## src/rtl/dmem_arb_pkg.sv

```systemverilog
// Shared types and arbitration rule for the dual-port data-memory arbiter.
// Optional statistics counters are enabled by defining DMEM_ARB_STATS_EN.
package dmem_arb_pkg;

    typedef enum logic [1:0] {
        IDLE = 2'd0,
        OWN0 = 2'd1,
        OWN1 = 2'd2
    } state_t;

    localparam logic OWNER_0 = 1'b0;
    localparam logic OWNER_1 = 1'b1;

    typedef struct packed {
        logic valid;  // some port is granted this cycle
        logic owner;  // which port (meaningful only when valid)
    } grant_t;

    // Round-robin decision with bounded bursts. burst_cnt is the number of
    // extra cycles the current owner has already held the port, so reaching
    // max_burst-1 means the owner used its full burst and must yield to a
    // waiting peer.
    function automatic grant_t next_owner(
        input state_t      state,
        input logic [1:0]  req,
        input int unsigned burst_cnt,
        input int unsigned max_burst,
        input logic        last_owner
    );
        grant_t g;
        logic   cur;
        logic   oth;
        g.valid = 1'b0;
        g.owner = last_owner;
        cur     = (state == OWN1) ? OWNER_1 : OWNER_0;
        oth     = ~cur;
        case (state)
            IDLE: begin
                if (req[0] && req[1]) begin
                    g.valid = 1'b1;
                    g.owner = ~last_owner;
                end else if (req[0]) begin
                    g.valid = 1'b1;
                    g.owner = OWNER_0;
                end else if (req[1]) begin
                    g.valid = 1'b1;
                    g.owner = OWNER_1;
                end
            end
            OWN0, OWN1: begin
                if (req[cur] && ((burst_cnt < max_burst - 1) || !req[oth])) begin
                    g.valid = 1'b1;
                    g.owner = cur;
                end else if (req[oth]) begin
                    g.valid = 1'b1;
                    g.owner = oth;
                end
            end
            default: g.valid = 1'b0;
        endcase
        return g;
    endfunction

endpackage

```

## src/rtl/dmem_arb_rdbuf.sv

```systemverilog
// Per-requester read-data register: captures the combinational memory read
// on a granted read and raises rvalid for exactly the following cycle.
module dmem_arb_rdbuf #(
    parameter int DW = 32
) (
    input  logic          clk,
    input  logic          reset,
    input  logic          capture,
    input  logic [DW-1:0] drdata,
    output logic [DW-1:0] rdata,
    output logic          rvalid
);

    logic [DW-1:0] rdata_q, rdata_d;
    logic          rvalid_q, rvalid_d;

    // Hold old data unless a read is issued this cycle
    always_comb begin
        // NOTE: every combinational output gets a value on every path, so no latch is inferred.
        rdata_d  = rdata_q;
        rvalid_d = capture;
        if (capture) begin
            rdata_d = drdata;
        end
    end

    // Registers, cleared by synchronous reset (drops any pending rvalid)
    always_ff @(posedge clk) begin
        // NOTE: non-blocking assignments so all flops sample pre-edge values together.
        if (reset) begin
            rdata_q  <= '0;
            rvalid_q <= 1'b0;
        end else begin
            rdata_q  <= rdata_d;
            rvalid_q <= rvalid_d;
        end
    end

    assign rdata  = rdata_q;
    assign rvalid = rvalid_q;

endmodule

```

## src/rtl/dmem_arbiter.sv

```systemverilog
// Round-robin arbiter sharing one data-memory port between the CPU (port 0)
// and a loader/DMA master (port 1), with bounded bursts and registered reads.
// Define DMEM_ARB_STATS_EN to add grant/conflict statistics counters.
module dmem_arbiter
    import dmem_arb_pkg::*;
#(
    parameter int AW        = 32,
    parameter int DW        = 32,
    parameter int MAX_BURST = 4
) (
    input  logic            clk,
    input  logic            reset,
    input  logic            m0_req,
    input  logic [AW-1:0]   m0_addr,
    input  logic [DW-1:0]   m0_wdata,
    input  logic [DW/8-1:0] m0_we,
    output logic            m0_gnt,
    output logic [DW-1:0]   m0_rdata,
    output logic            m0_rvalid,
    input  logic            m1_req,
    input  logic [AW-1:0]   m1_addr,
    input  logic [DW-1:0]   m1_wdata,
    input  logic [DW/8-1:0] m1_we,
    output logic            m1_gnt,
    output logic [DW-1:0]   m1_rdata,
    output logic            m1_rvalid,
    output logic [AW-1:0]   daddr,
    output logic [DW-1:0]   dwdata,
    output logic [DW/8-1:0] we,
    input  logic [DW-1:0]   drdata
`ifdef DMEM_ARB_STATS_EN
    ,
    output logic [31:0]     grant_cnt0,
    output logic [31:0]     grant_cnt1,
    output logic [31:0]     conflict_cnt
`endif
);

    localparam int               CNT_W   = (MAX_BURST > 1) ? $clog2(MAX_BURST) : 1;
    localparam logic [CNT_W-1:0] CNT_MAX = CNT_W'(MAX_BURST - 1);

    state_t           state_q, state_d;
    logic             last_owner_q, last_owner_d;
    logic [CNT_W-1:0] burst_cnt_q, burst_cnt_d;
    grant_t           grant;
    logic             same_owner;

    // State register
    always_ff @(posedge clk) begin
        if (reset) begin
            state_q      <= IDLE;
            last_owner_q <= OWNER_1;
            burst_cnt_q  <= '0;
        end else begin
            state_q      <= state_d;
            last_owner_q <= last_owner_d;
            burst_cnt_q  <= burst_cnt_d;
        end
    end

    // Arbitration decision for this cycle; reset suppresses every grant
    always_comb begin
        grant = next_owner(state_q, {m1_req, m0_req}, 32'(burst_cnt_q),
                           32'(MAX_BURST), last_owner_q);
        if (reset) begin
            grant.valid = 1'b0;
        end
    end

    // Next state: owner follows the grant, burst counter tracks repeat grants
    always_comb begin
        state_d      = IDLE;
        last_owner_d = last_owner_q;
        burst_cnt_d  = '0;
        same_owner   = grant.valid &&
                       (((state_q == OWN0) && (grant.owner == OWNER_0)) ||
                        ((state_q == OWN1) && (grant.owner == OWNER_1)));
        if (grant.valid) begin
            state_d      = (grant.owner == OWNER_1) ? OWN1 : OWN0;
            last_owner_d = grant.owner;
        end
        if (same_owner) begin
            burst_cnt_d = (burst_cnt_q == CNT_MAX) ? burst_cnt_q : burst_cnt_q + CNT_W'(1);
        end
    end

    // Outputs: grants and memory-port mux, all zero when nobody is granted
    always_comb begin
        m0_gnt = grant.valid && (grant.owner == OWNER_0);
        m1_gnt = grant.valid && (grant.owner == OWNER_1);
        daddr  = '0;
        dwdata = '0;
        we     = '0;
        if (m0_gnt) begin
            daddr  = m0_addr;
            dwdata = m0_wdata;
            we     = m0_we;
        end else if (m1_gnt) begin
            daddr  = m1_addr;
            dwdata = m1_wdata;
            we     = m1_we;
        end
    end

    dmem_arb_rdbuf #(.DW(DW)) u_rdbuf0 (
        .clk     (clk),
        .reset   (reset),
        .capture (m0_gnt && (m0_we == '0)),
        .drdata  (drdata),
        .rdata   (m0_rdata),
        .rvalid  (m0_rvalid)
    );

    dmem_arb_rdbuf #(.DW(DW)) u_rdbuf1 (
        .clk     (clk),
        .reset   (reset),
        .capture (m1_gnt && (m1_we == '0)),
        .drdata  (drdata),
        .rdata   (m1_rdata),
        .rvalid  (m1_rvalid)
    );

`ifdef DMEM_ARB_STATS_EN
    logic [31:0] grant_cnt0_q, grant_cnt0_d;
    logic [31:0] grant_cnt1_q, grant_cnt1_d;
    logic [31:0] conflict_cnt_q, conflict_cnt_d;

    // Statistics: issued accesses per port and cycles with both requesting
    always_comb begin
        grant_cnt0_d   = grant_cnt0_q + {31'd0, m0_gnt};
        grant_cnt1_d   = grant_cnt1_q + {31'd0, m1_gnt};
        conflict_cnt_d = conflict_cnt_q + {31'd0, m0_req & m1_req};
    end

    // Statistics registers (wrap naturally at 2^32)
    always_ff @(posedge clk) begin
        if (reset) begin
            grant_cnt0_q   <= '0;
            grant_cnt1_q   <= '0;
            conflict_cnt_q <= '0;
        end else begin
            grant_cnt0_q   <= grant_cnt0_d;
            grant_cnt1_q   <= grant_cnt1_d;
            conflict_cnt_q <= conflict_cnt_d;
        end
    end

    assign grant_cnt0   = grant_cnt0_q;
    assign grant_cnt1   = grant_cnt1_q;
    assign conflict_cnt = conflict_cnt_q;
`endif

endmodule
```

## config.mk

```make
export PLATFORM = sky130hd
export DESIGN_NAME = dmem_arbiter
export DESIGN_NICKNAME = d
export VERILOG_FILES = /design/src/rtl/dmem_arb_pkg.sv /design/src/rtl/dmem_arb_rdbuf.sv /design/src/rtl/dmem_arbiter.sv
export SDC_FILE = /design/constraint.sdc
export NUM_CORES = 1
export LEC_CHECK = 0
export CORE_AREA = 4 4 118 120
export DETAILED_ROUTE_END_ITERATION = 8
export DIE_AREA = 0 0 122 124
export MAX_ROUTING_LAYER = met4
export PLACE_DENSITY_LB_ADDON = 0.25
export SLEW_MARGIN = 20
export SYNTH_ARGS = -nofsm -noshare
export SYNTH_HDL_FRONTEND = slang
export SYNTH_SLANG_ARGS = --single-unit
```

## constraint.sdc

```tcl
create_clock -name clk -period 3.3 [get_ports clk]
set_input_delay 0.33 -clock clk [delete_from_list [all_inputs] [get_ports clk]]
set_output_delay 0.33 -clock clk [all_outputs]
set_load 0.05 [all_outputs]
```

; ---- Yosys cells after proc, flatten, opt, wreduce, memory -nomap -nowiden
; Index checks and enable logic that the tools add are counted.
[classes]
addsub = 1
order_cmp = 3
n_eq_ne = 3
n_mux = 20
bitwise_logic = 5
reduce_logical = 18
[op_table]
columns = op, n
row1 = $mux 32, 4
row2 = $mux 2, 6
row3 = $logic_and 1x1->1, 9
row4 = $logic_not 4->1, 2
row5 = $mux 4, 2
row6 = $mux 1, 6
row7 = $reduce_or 2->1, 3
row8 = $not 1->1, 5
row9 = $eq 2x2->1 const B, 2
row10 = $lt 1x2->1 const B, 2
row11 = $pmux 1 s2, 2
row12 = $add 2x1->2 const B, 1
row13 = $eq 2x1->1 const B, 1
row14 = $logic_not 2->1, 1
row15 = $logic_or 1x1->1, 2
row16 = $lt 2x2->1 const B, 1
row17 = $logic_not 1->1, 1
[totals]
regBits = 71
in_bits = 172
out_inout_bits = 136
wordCells = 57

; ---- Depth between registers and ports, before layout
[logic_depth]
ltp_word = 16
depth_mapped = 10
ltp_nobuf = 7

; ---- Modules after synthesis
; A second synthesis with hierarchy kept.
[hier_totals]
cells_unflattened = 339
area_unflattened_um2 = 3529.6
[modules_own_cells]
columns = mod, n_inst, cells_per_inst, area_each_um2, seq_area_each_um2
row1 = dmem_arb_rdbuf, 2, 106, 1202.4, 660.6
row2 = dmem_arbiter, 1, 127, 1124.8, 100.1

; ---- Worst setup path before layout
; No wires, ideal clock.
[synth_path]
path_kind = reg2out
from = register state_q[0]
to = output daddr[23]
arrival_ns = 2.625
required_ns = 2.970
path_slack_ns = 0.345
path_stages_with_launch = 10
n_path_buf = 2
path_cell_list = dfxtp_1 > inv_1 > ha_1 > mux2_1 > o31a_1 > a311oi_2 > and2_1 > buf_2 > buf_2 > a22o_1
[synth_between]
elab_cells_between_ends = 23
cone_classes = eq/ne: 2 / mux: 12 / bitwise: 2 / reduce/logical: 7
[synth_lines]
columns = element, line
row1 = "start, declared", dmem_arbiter.sv:42  ; state_t state_q, state_d;
row2 = "start signal, assigned", dmem_arbiter.sv:55  ; state_q <= state_d;
row3 = $eq 2x2->1, "dmem_arb_pkg.sv:35, dmem_arb_pkg.sv:37"
row4 = $mux 1, dmem_arb_pkg.sv:35  ; cur = (state == OWN1) ? OWNER_1 : OWNER_0;
row5 = $mux 1 (not written as such) (2 in series), "dmem_arb_pkg.sv:51, dmem_arb_pkg.sv:54"
row6 = $logic_not 1->1, dmem_arb_pkg.sv:51  ; if (req[cur] && ((burst_cnt < max_burst - 1) || !req[oth])) begin
row7 = $logic_or 1x1->1, dmem_arb_pkg.sv:51
row8 = $logic_and 1x1->1, dmem_arb_pkg.sv:51
row9 = $mux 2, dmem_arb_pkg.sv:51
row10 = $pmux 1 s2, dmem_arb_pkg.sv:37  ; case (state)
row11 = $mux 1 / $not 1->1 (equally long branches), "dmem_arbiter.sv:65, dmem_arbiter.sv:89"
row12 = $logic_and 1x1->1 (*), dmem_arbiter.sv:89  ; m0_gnt = grant.valid && (grant.owner == OWNER_0);
row13 = named net m0_gnt, dmem_arbiter.sv:17  ; output logic m0_gnt,
row14 = $mux 32 (*), dmem_arbiter.sv:94  ; if (m0_gnt) begin
row15 = "end, declared", dmem_arbiter.sv:27  ; output logic [AW-1:0] daddr,
; Mark *: on every way through the listed nets, which the timed path passes. The rest lies on a longest branch. The select of a mux whose other input is x is not followed.

; ---- Worst setup path in the final report
[layout_path]
from = register state_q[0]
to = output daddr[23]
[layout_between]
elab_chain_len = 13
elab_cells_between_ends = 23
cone_classes = eq/ne: 2 / mux: 12 / bitwise: 2 / reduce/logical: 7
[layout_lines]
columns = element, line
row1 = $eq 2x2->1, "dmem_arb_pkg.sv:35, dmem_arb_pkg.sv:37"
row2 = $mux 1, dmem_arb_pkg.sv:35
row3 = $mux 1 (not written as such) (2 in series), "dmem_arb_pkg.sv:51, dmem_arb_pkg.sv:54"
row4 = $logic_not 1->1, dmem_arb_pkg.sv:51
row5 = $logic_or 1x1->1, dmem_arb_pkg.sv:51
row6 = $logic_and 1x1->1, dmem_arb_pkg.sv:51
row7 = $mux 2, dmem_arb_pkg.sv:51
row8 = $pmux 1 s2, dmem_arb_pkg.sv:37
row9 = $mux 1, dmem_arbiter.sv:65  ; if (reset) begin
row10 = $logic_and 1x1->1, dmem_arbiter.sv:90  ; m1_gnt = grant.valid && (grant.owner == OWNER_1);
row11 = $mux 32, dmem_arbiter.sv:98  ; end else if (m1_gnt) begin
row12 = $mux 32 (*), dmem_arbiter.sv:94
; Every way passes the cells marked *; elsewhere a longest branch is shown, timed or not. The select of a mux whose other input is x is not followed.

==> impl_metrics.json <==
{
  "io_buffer_count": 307,
  "fin_nets": 888,
  "synth_area_um2": 3580,
  "finalCritPeriodShare": 0.968,
  "slew_headroom": 0.527,
  "drt_pre_antenna_iters": 5,
  "dp_hpwl_um": 14400,
  "stdcell_area_um2": 7810,
  "ys_types": 31,
  "die_h_um": 124,
  "worst_pin_slew_ns": 0.710,
  "ys.flop_type": "dfxtp_1",
  "min_to": "last_owner_q$_SDFFE_PP1P_",
  "synth_common_cells": "dfxtp_1 (71), a22o_1 (68), a21oi_1 (67)",
  "regToRegSetupSlack_ns": 0.61,
  "die-area_um2": 15100,
  "fin_skew_ns": 0.00926,
  "hold_ws_ns": 0.449,
  "setup_viol": 0,
  "finalCriticalPeriod_ns": 3.19,
  "synth_edf_count": 0,
  "status": "finished, final reports clean",
  "powerDensity_nw_per_um2": 903,
  "synth.area.top_cells": "dfxtp_1 (40%), a22o_1 (17%), a21oi_1 (9.4%)",
  "ir_drop_mv": 0.472,
  "drt_iter0_markers": 295,
  "met1_usage": 0.259,
  "cts_buffer_depth": 2,
  "clkTransAtPathRegs_ns": 0.05,
  "power.total_mw": 7.05,
  "totalWireLength_um": 18700,
  "gr-max-usage-layer": "met2",
  "io_pins": 308,
  "synth-seq-cells": 71,
  "grt_start_max_net_pins": 70,
  "syn_area_per_cell_um2": 8.30,
  "cts_root_buffer": "clkbuf_16",
  "cts_buffers": 9,
  "ant_nets": 0,
  "crit_fanout": 34,
  "fmax_ghz": 0.313,
  "syn_to_final_growth_pct": 118,
  "synth_top_area_share": 0.397,
  "post_cts_buffers": 0,
  "grt_pass1_wl_um": 26300,
  "async_reset_ff_frac": 0,
  "worstPathRequired_ns": 2.97,
  "viasPerCell": 5.33,
  "cap_viol_max_count": 0,
  "gp_congestion": 0.936,
  "met3_usage": 0.0736,
  "holdPathStages": 4,
  "rows": 42,
  "maxSlewViolCount": 0,
  "core_area_um2": 13000,
  "drive_above_1_share": 0.150,
  "overflow": 0,
  "synth_area_leader_cell": "dfxtp_1",
  "startpoint_type": "flop",
  "hold_class": "primary input to flop",
  "synth_seq_area_share": 0.397,
  "initial_core_util": 0.276,
  "rsz0062_at_grt": "no",
  "dr_total_vias": 4758,
  "reg2reg_depth": 8,
  "critPathKind": "flop to output port",
  "critPathArrivalTime_ns": 2.86,
  "clock-sinks": 71,
  "ys.warnings.count": 0,
  "hp-start": "reset",
  "die_w_um": 122,
  "synth_most_common_cell": "dfxtp_1",
  "p_leak_nw": 2.80,
  "fin_tns_setup_ns": 0,
  "synth_cells": 432,
  "met2_usage": 0.398,
  "dp.cells": 874,
  "clock_latency_ns": 0.33,
  "r2r-end": "u_rdbuf0.rdata[15]$_SDFFE_PP0P_",
  "htree_num_levels": 3,
  "wl_per_cell_um": 20.9,
  "cts_tree": "yes",
  "drcViolationCount": 0,
  "r2r_start": "state_q[0]$_SDFF_PP0_",
  "critPathCaptureType": "output port",
  "synthesis.nets": 610,
  "hold_viol": 0,
  "num-fill-cells": 1113,
  "fin_cells": 893,
  "grt_pass1_vias": 4495,
  "gr-usage-all-layers": 0.234,
  "antenna_found_initial": 2,
  "place_area_um2": 7510
}
-- how the worst max path moves through the flow --
stage                                startpoint         end  slack (ns)  cells past startpoint
after floorplan           state_q[0]$_SDFF_PP0_   daddr[23]        0.34                      9
after global placement                   m1_req  dwdata[21]        0.28                      8
after detailed placement                 m1_req    daddr[5]        0.26                      8
after CTS                 state_q[0]$_SDFF_PP0_    daddr[5]         0.1                      9
after global routing      state_q[0]$_SDFF_PP0_   daddr[24]       0.007                      9
final                     state_q[0]$_SDFF_PP0_   daddr[23]        0.11                      9
-- report_power, final --
| part | internal [mW] | switching [mW] | total, mW |
|---|---|---|---|
| combinational | 2.25 | 3.00 | 5.25 |
| clock | 0.524 | 0.358 | 0.882 |
| sequential | 0.893 | 0.0284 | 0.922 |
-- routing by layer --
metal,part of all wire,wire (um),vias up
li1,-,-,2211
met1,0.37,6930,2275
met2,0.51,9580,239
met3,0.091,1690,33
met4,0.026,493,0
met5,0,0,-
-- cells by family after synthesis --
kind of cell    count (synthesis)  synth area share
compound gates                205             0.365
buf+inv                        57            0.0688
fa+ha+maj                       6            0.0209
flops                          71             0.397
simple gates                   90             0.140
mux                             2           0.00593
xor+xnor                        1           0.00244
-- registers in the layout (all words and copies together) (netlist names) --
name             flops
last_owner_q         1
u_rdbuf1.rvalid      1
u_rdbuf0.rvalid      1
burst_cnt_q          2
state_q              2
u_rdbuf0.rdata      32
u_rdbuf1.rdata      32
-- metrics by stage --
step           setup slack, ns  utilization
4_1_cts                 0.0956        0.599
3_5_place_dp             0.259        0.578
6_report                 0.106        0.602
5_1_grt                0.00722        0.602
2_1_floorplan            0.345            -
3_3_place_gp             0.280        0.578
-- what timing repair did --
action	CTS	global route
hold buffers	0	0
setup endpoints to repair	0	29
resized for setup	0	1
hold endpoints to repair	0	0
-- critical path, cell delays in order (launching register included) --
cell and delay (ns):
dfxtp_1 0.36, inv_1 0.09, ha_1 0.24, mux2_1 0.29, o31a_1 0.29, a311o_2 0.41
and2_2 0.24, clkbuf_16 0.22, a22o_1 0.23, buf_12 0.16
-- layout by cell type (no fill, tap or decap), drive strengths merged --
master	count
mux2i	1
nor4	2
nand2	2
diode	2
mux2	1
o21ai	64
clkinv	5
a211o	1
buf	84
or4	1
and2	6
nand4	32
nor3	1
a22o	68
a311o	1
o31a	1
nand3b	1
clkbuf	11
xor2	1
clkdlybuf4s50	236
a311oi	1
clkinvlp	1
dfxtp	71
inv	3
nand3	34
a21boi	1
ha	6
nor2	6
o2111ai	1
nand2b	5
a21oi	67
-- final cells by class --
| type | instances | area [um2] | area share |
|---|---|---|---|
| diodes | 2 | 5.00 | 0.000641 |
| clock inverters | 6 | 36.3 | 0.00464 |
| repair buffers | 321 | 3930 | 0.503 |
| well taps | 176 | 220 | 0.0282 |
| inverters | 3 | 11.3 | 0.00144 |
| clock buffers | 10 | 239 | 0.0306 |
| flip-flops and latches | 71 | 1420 | 0.182 |
| multi-input cells | 304 | 1950 | 0.250 |
Power figures use the tool's default switching activity.
